===== config.mk =====
export PLATFORM = sky130hd
export DESIGN_NAME = ram_arb
export DESIGN_NICKNAME = d
export VERILOG_FILES = /design/src/rtl/ram_arb.sv
export SDC_FILE = /design/constraint.sdc
export NUM_CORES = 1
export LEC_CHECK = 0
export ABC_AREA = 1
export CORE_AREA = 2 2 98 100
export CTS_CLUSTER_DIAMETER = 120
export DETAILED_ROUTE_END_ITERATION = 8
export DIE_AREA = 0 0 100 102
export PLACE_DENSITY_LB_ADDON = 0.25
export SLEW_MARGIN = 20
export SYNTH_ARGS = -nofsm -noshare
export SYNTH_HDL_FRONTEND = slang
export SYNTH_SLANG_ARGS = --single-unit
export TNS_END_PERCENT = 5

===== constraint.sdc =====
create_clock -name clk -period 2.7 [get_ports clk]
set_input_delay 0.675 -clock clk [delete_from_list [all_inputs] [get_ports clk]]
set_output_delay 0.675 -clock clk [all_outputs]
set_load 0.1 [all_outputs]

===== src/rtl/ram_arb.sv =====
// ram_arb: two-master arbiter in front of one port of a byte-enabled RAM.
//
// A grant is combinational. When master X is granted, its request appears on
// the RAM port in the same cycle. The RAM returns registered read data one
// cycle later, and mX_rvalid marks that cycle for reads and writes alike.
// While the other master is also requesting, one master can hold the port
// for at most BURST consecutive grants. Contention from IDLE is resolved by
// a prio bit that always points at the master that lost the last grant.
//
// Handshake: a master raises mX_req and keeps req/addr/wdata/we stable until
// the cycle mX_gnt is high. The access completes in that cycle. mX_rvalid
// pulses exactly one cycle later, with mX_rdata carrying ram_rdata.
//
// Parameters
//   SCALE  RAM byte-address width (2**SCALE bytes)
//   BURST  max consecutive grants to one master under contention (1..15)
//
// Ports
//   clk, rst                 clock, asynchronous active-high reset
//   mX_req/addr/wdata/we     master X request (we == 0 means read)
//   mX_gnt/rvalid/rdata      master X grant and read return
//   ram_oe/addr/wdata/we     RAM port command (all zero with no grant)
//   ram_rdata                RAM registered read data
//   dbg_state_o              FSM state: 0 IDLE, 1 OWN0, 2 OWN1
//   dbg_run_o, dbg_prio_o    run counter and prio register
//
// Optional feature: define RAM_ARB_PROTOCOL_CHECK_EN to add a
// simulation-only protocol checker. It stops the simulation on an unstable
// pending request, an illegal byte-enable pattern or an out-of-range BURST.

module ram_arb #(
    parameter int SCALE = 10,
    parameter int BURST = 4
) (
    input  logic             clk,
    input  logic             rst,
    input  logic             m0_req,
    input  logic [SCALE-1:0] m0_addr,
    input  logic [31:0]      m0_wdata,
    input  logic [3:0]       m0_we,
    output logic             m0_gnt,
    output logic             m0_rvalid,
    output logic [31:0]      m0_rdata,
    input  logic             m1_req,
    input  logic [SCALE-1:0] m1_addr,
    input  logic [31:0]      m1_wdata,
    input  logic [3:0]       m1_we,
    output logic             m1_gnt,
    output logic             m1_rvalid,
    output logic [31:0]      m1_rdata,
    output logic             ram_oe,
    output logic [SCALE-1:0] ram_addr,
    output logic [31:0]      ram_wdata,
    output logic [3:0]       ram_we,
    input  logic [31:0]      ram_rdata,
    output logic [1:0]       dbg_state_o,
    output logic [3:0]       dbg_run_o,
    output logic             dbg_prio_o
);

    typedef enum logic [1:0] {
        ST_IDLE = 2'd0,
        ST_OWN0 = 2'd1,
        ST_OWN1 = 2'd2
    } state_e;

    localparam logic [3:0] BURST_L = 4'(BURST);

    state_e     state_q, state_d;
    logic [3:0] run_q, run_d;
    logic       prio_q, prio_d;      // 0 selects m0, 1 selects m1
    logic       rvalid0_q, rvalid1_q;

    logic       gnt0_c, gnt1_c;
    logic       run_below;
    logic [3:0] run_inc;

    assign run_below = (run_q < BURST_L);
    assign run_inc   = (run_q == 4'hF) ? 4'hF : run_q + 4'd1;

    // ------------------------------------------------------------------
    // State register
    // ------------------------------------------------------------------
    always_ff @(posedge clk or posedge rst) begin
        if (rst) begin
            state_q <= ST_IDLE;
            run_q   <= 4'd0;
            prio_q  <= 1'b0;
        end else begin
            state_q <= state_d;
            run_q   <= run_d;
            prio_q  <= prio_d;
        end
    end

    // ------------------------------------------------------------------
    // Next-state logic, including the grant decision
    // ------------------------------------------------------------------
    always_comb begin
        gnt0_c  = 1'b0;
        gnt1_c  = 1'b0;
        state_d = ST_IDLE;
        run_d   = 4'd0;
        prio_d  = prio_q;

        // No grant is issued while reset is asserted.
        if (!rst) begin
            if (m0_req && !m1_req) begin
                gnt0_c = 1'b1;
            end else if (m1_req && !m0_req) begin
                gnt1_c = 1'b1;
            end else if (m0_req && m1_req) begin
                case (state_q)
                    ST_OWN0: begin
                        if (run_below) gnt0_c = 1'b1;
                        else           gnt1_c = 1'b1;
                    end
                    ST_OWN1: begin
                        if (run_below) gnt1_c = 1'b1;
                        else           gnt0_c = 1'b1;
                    end
                    default: begin
                        if (prio_q) gnt1_c = 1'b1;
                        else        gnt0_c = 1'b1;
                    end
                endcase
            end
        end

        // The run counter counts consecutive grants to the current owner.
        // It restarts at 1 when ownership changes or when leaving IDLE.
        if (gnt0_c) begin
            state_d = ST_OWN0;
            run_d   = (state_q == ST_OWN0) ? run_inc : 4'd1;
            prio_d  = 1'b1;
        end else if (gnt1_c) begin
            state_d = ST_OWN1;
            run_d   = (state_q == ST_OWN1) ? run_inc : 4'd1;
            prio_d  = 1'b0;
        end
    end

    // ------------------------------------------------------------------
    // Output logic
    // ------------------------------------------------------------------
    always_comb begin
        m0_gnt    = gnt0_c;
        m1_gnt    = gnt1_c;
        ram_oe    = 1'b0;
        ram_addr  = '0;
        ram_wdata = '0;
        ram_we    = '0;
        if (gnt0_c) begin
            ram_oe    = 1'b1;
            ram_addr  = m0_addr;
            ram_wdata = m0_wdata;
            ram_we    = m0_we;
        end else if (gnt1_c) begin
            ram_oe    = 1'b1;
            ram_addr  = m1_addr;
            ram_wdata = m1_wdata;
            ram_we    = m1_we;
        end
        m0_rvalid   = rvalid0_q;
        m1_rvalid   = rvalid1_q;
        m0_rdata    = rvalid0_q ? ram_rdata : 32'h0;
        m1_rdata    = rvalid1_q ? ram_rdata : 32'h0;
        dbg_state_o = state_q;
        dbg_run_o   = run_q;
        dbg_prio_o  = prio_q;
    end

    // Response tracking. An asynchronous reset drops any response that is
    // still in flight.
    always_ff @(posedge clk or posedge rst) begin
        if (rst) begin
            rvalid0_q <= 1'b0;
            rvalid1_q <= 1'b0;
        end else begin
            rvalid0_q <= gnt0_c;
            rvalid1_q <= gnt1_c;
        end
    end

`ifdef RAM_ARB_PROTOCOL_CHECK_EN
    // ------------------------------------------------------------------
    // Simulation-only protocol checker
    // ------------------------------------------------------------------
    logic             c_req   [2];
    logic             c_gnt   [2];
    logic [SCALE-1:0] c_addr  [2];
    logic [31:0]      c_wdata [2];
    logic [3:0]       c_we    [2];

    logic             p_pend_q  [2];
    logic [SCALE-1:0] p_addr_q  [2];
    logic [31:0]      p_wdata_q [2];
    logic [3:0]       p_we_q    [2];
    int unsigned      cyc_q;

    always_comb begin
        c_req[0]   = m0_req;
        c_gnt[0]   = gnt0_c;
        c_addr[0]  = m0_addr;
        c_wdata[0] = m0_wdata;
        c_we[0]    = m0_we;
        c_req[1]   = m1_req;
        c_gnt[1]   = gnt1_c;
        c_addr[1]  = m1_addr;
        c_wdata[1] = m1_wdata;
        c_we[1]    = m1_we;
    end

    always @(posedge clk or posedge rst) begin
        if (rst) begin
            cyc_q <= 0;
            for (int m = 0; m < 2; m++) begin
                p_pend_q[m]  <= 1'b0;
                p_addr_q[m]  <= '0;
                p_wdata_q[m] <= '0;
                p_we_q[m]    <= '0;
            end
        end else begin
            cyc_q <= cyc_q + 1;
            if (BURST < 1 || BURST > 15) begin
                $display("ram_arb protocol: cycle %0d master none: BURST=%0d out of range",
                         cyc_q, BURST);
                $finish;
            end
            for (int m = 0; m < 2; m++) begin
                // A request left ungranted last cycle must be presented again unchanged.
                if (p_pend_q[m] && (!c_req[m] || c_addr[m] != p_addr_q[m] ||
                    c_wdata[m] != p_wdata_q[m] || c_we[m] != p_we_q[m])) begin
                    $display("ram_arb protocol: cycle %0d master m%0d changed a pending request",
                             cyc_q, m);
                    $finish;
                end
                if (c_req[m] && !(c_we[m] == 4'b0000 || c_we[m] == 4'b0001 ||
                                  c_we[m] == 4'b0011 || c_we[m] == 4'b1111)) begin
                    $display("ram_arb protocol: cycle %0d master m%0d illegal we=%b",
                             cyc_q, m, c_we[m]);
                    $finish;
                end
                p_pend_q[m]  <= c_req[m] && !c_gnt[m];
                p_addr_q[m]  <= c_addr[m];
                p_wdata_q[m] <= c_wdata[m];
                p_we_q[m]    <= c_we[m];
            end
        end
    end
`else
    // Checker disabled: no extra logic.
`endif

endmodule


==> summary.md <==
| Metric | Value |
|---|---|
| IO Port Bufs | `249` |
| Status | `finished clean` |
| Share of cells above drive strength 1 | `32.2%` |
| RSZ-0062 raised after global routing | `true` |
| Power after layout | `2.91 mW` |
| CP startpoint kind | `register` |
| Required @ worst endpoint | `2030 ps` |
| Syn Area/Cell | `4.56 um2` |
| Top_reg_cell synth | `dfrtp_1` |
| Commonest cells in the synthesized netlist | `nand2_1, inv_1, nand3_1` |
| Top cells by area, synth | `nand2_1, inv_1, nand3_1` |
| Ys async rst share | `100%` |
| Relative slew slack | `78.0%` |
| # hold bufs at CTS | `0` |
| Area Overhead vs Synth | `207%` |
| Hold Vio Cnt, Final | `0` |
| CP max stage cell | `dfrtp_4` |
| Hold EP | `dbg_prio_o` |
| Flop and latch count out of synthesis | `8` |
| Fin. max-slew vios | `0` |
| Sw Share | `59.9%` |
| Crit-path leading delay family | `simple AND/OR/NAND/NOR gates` |
| Most area-hungry cell type in the Yosys netlist | `nand2_1` |
| Pwr dens | `448 mW/mm2` |
| Via count of the first global-routing pass | `3606` |
| DRT Pass-1 Iters | `4` |
| Yosys warns | `0` |
| Final std cells w/o fill | `819` |
| Hold Crit Start | `dbg_prio_o` |
| Share of total power in the clock network | `5.2%` |
| Max cap viols | `0` |
| Post-synthesis sequential area ratio | `9.48%` |
| Core Util, Final | `71.3%` |
| Least-Margin Pin Slew | `330 ps` |
| Row count | `35` |
| Final-stage net count | `840` |
| Psw | `1.74 mW` |
| Hold Crit Depth | `2` |
| Final Cycle Share | `98.7%` |
| Overflow after GRT | `0` |
| DRC viols | `0` |
| First-pass GRT wire length | `17.1 mm` |
| CTS buffer count | `3` |
| Starting Density | `23.2%` |
| CTS clock-pin slew for the worst setup and hold paths | `40 ps` |
| P_int | `1.17 mW` |
| Synth Net Count | `594` |
| Via count | `3638` |
| Hold_ws | `652 ps` |
| Routed vias/inst | `4.44` |
| Critical Path AT | `1990 ps` |
| Worst hold path class | `reg -> reg` |
| Unique masters post-synth | `17` |
| Top-Level Pins | `250` |
| GRT Total Usage | `20.8%` |
| Crit path capture type | `primary output` |
| CP max FO | `13` |
| Flop pwr share | `5.3%` |
| Area of the core | `0.00911 mm2` |
| Routed Antenna Nets | `0` |
| Die W | `100 um` |
| # placed instances | `808` |
| Gpl congestion | `0.782` |
| Root Driver | `clkbuf_8` |
| Buffers & Inverters on Critical Path | `4` |
| Crit Path Category | `reg -> out` |
| Most used cell, CP | `nand2_4` |
| Setup_tns | `0 ps` |
| Post-synthesis cell area | `0.00211 mm2` |
| R2R setup slack | `790 ps` |
| Die height | `102 um` |
| Largest net degree at the start of global routing | `36` |
| Htree depth | `1` |
| Number of setup violations in the final report | `0` |
| Mapped Cells | `463` |
| Worst reg2reg path startpoint | `dbg_state_o[0]` |
| Initial antenna violation count | `1` |
| CTS sink cnt | `8` |
| Reg-to-Reg End | `dbg_run_o[0]` |
| Max stage delay on crit path | `510 ps` |
| Comb power frac | `89.5%` |
| Clk_lat worst skew | `230 ps` |
| Yosys top cell area share | `32.3%` |
| Die area | `0.0102 mm2` |
| Cell with the most instances after synthesis | `nand2_1` |
| Drt total wl | `11.2 mm` |
| Clock Tree Buf Depth | `2` |
| Maximum VDD drop | `0.000283 V` |
| CTS tree | `yes` |
| Cell Chain, Critical Path | `inv_4 > ha_4 > inv_2 > nand3_1 > nand2_2 > nand2_4 > nand2_8 > clkbuf_16 > nand2_1 > nand2_4 > buf_12` |
| DP HPWL | `9.16 mm` |
| Wire length per cell | `13.6 um` |
| Final clock skew | `1.54 ps` |
| Achievable Freq | `375 MHz` |
| Leak | `3.40 nW` |
| Number of synthesized flops with an enable pin | `0` |
| R2R depth | `11` |
| Starting DRT DRC Count | `85` |
| Final Critical Period | `2660 ps` |
==> registers in the layout, summed over array words and instances, names as in the netlist <==
| signal | flops |
|---|---|
| dbg_prio_o | 1 |
| dbg_run_o | 4 |
| dbg_state_o | 2 |
| m1_rvalid | 1 |
==> power by group through the flow <==
stage	registers, mW	logic [mW]	clock network, mW
after floorplan	0.233	1.49	0
after global placement	0.151	2.53	0
after detailed placement	0.152	2.56	0
after CTS	0.152	2.59	0.149
after global routing	0.155	2.70	0.158
final	0.154	2.60	0.151
==> logic make-up after synthesis <==
logic type,after synthesis,synth area share [%]
AO/OA/AOI/OAI,3,0.830
XOR/XNOR,1,0.415
adder cells (fa/ha/maj),3,1.78
buffers and inverters,151,30.3
flip-flops,8,9.48
AND/OR/NAND/NOR,297,57.2
==> how the worst max path moves through the flow <==
stage          cells past startpoint             to  slack, ps            from
3_5_place_dp                       9  ram_wdata[26]       -160          m0_req
3_3_place_gp                       9      ram_we[3]       -130          m0_req
6_report                          11  ram_wdata[29]         40  dbg_state_o[0]
2_1_floorplan                     10         m0_gnt       -150  dbg_state_o[0]
5_1_grt                           11  ram_wdata[25]        -50  dbg_state_o[0]
4_1_cts                           11  ram_wdata[30]          1  dbg_state_o[0]
==> worst register-to-register path, delay by kind of cell (launching register included) <==
family | cells | cell delay [ps]
compound gates | 1 | 150
fa+ha+maj | 1 | 200
buf+inv | 4 | 530
flops | 1 | 510
simple gates | 5 | 410
==> cell usage in the layout (no fill, tap or decap), types with 2 or more instances in the layout <==
master / n
nor2_1: 44
nor2_4: 3
buf_4: 18
nand2_4: 48
nand2_1: 126
dlygate4sd2_1: 3
buf_12: 122
inv_2: 4
inv_1: 116
ha_4: 2
nor2_2: 7
clkinvlp_4: 2
clkbuf_8: 3
dfrtp_1: 6
nand2_2: 11
a21oi_1: 2
nand3_1: 55
clkdlybuf4s50_1: 124
==> metrics by stage <==
stage,worst slack [ps],instance area [um2]
2_1_floorplan,-146,2510
3_3_place_gp,-132,6260
3_5_place_dp,-158,6260
4_1_cts,1.35,6410
5_1_grt,-51.6,6490
6_report,35.5,6490
==> what timing repair did <==
item | CTS | global route
gates resized for setup | 23 | 11
cloned | 1 | 1
buffers inserted | 5 | 2
setup endpoints to repair | 49 | 47
endpoints found under the hold margin | 0 | 0
pin swaps | 12 | 3
==> per-layer routing <==
| layer | GRT usage (%) | up-vias | share of wire [%] |
|---|---|---|---|
| li1 | - | 1802 | - |
| met5 | 0 | - | 0 |
| met1 | 19.7 | 1614 | 32 |
| met3 | 6.98 | 21 | 10 |
| met2 | 42.6 | 201 | 56 |
| met4 | 5.37 | 0 | 1.6 |
==> layout make-up <==
type,count,area [um2]
inverters,123,472
flip-flops and latches,8,205
fillers,693,2620
diodes,1,2.50
well taps,111,139
clock buffers,3,41.3
repair buffers,269,3900
multi-input cells,304,1740
Note: power is estimated with default switching activity, not from simulation.
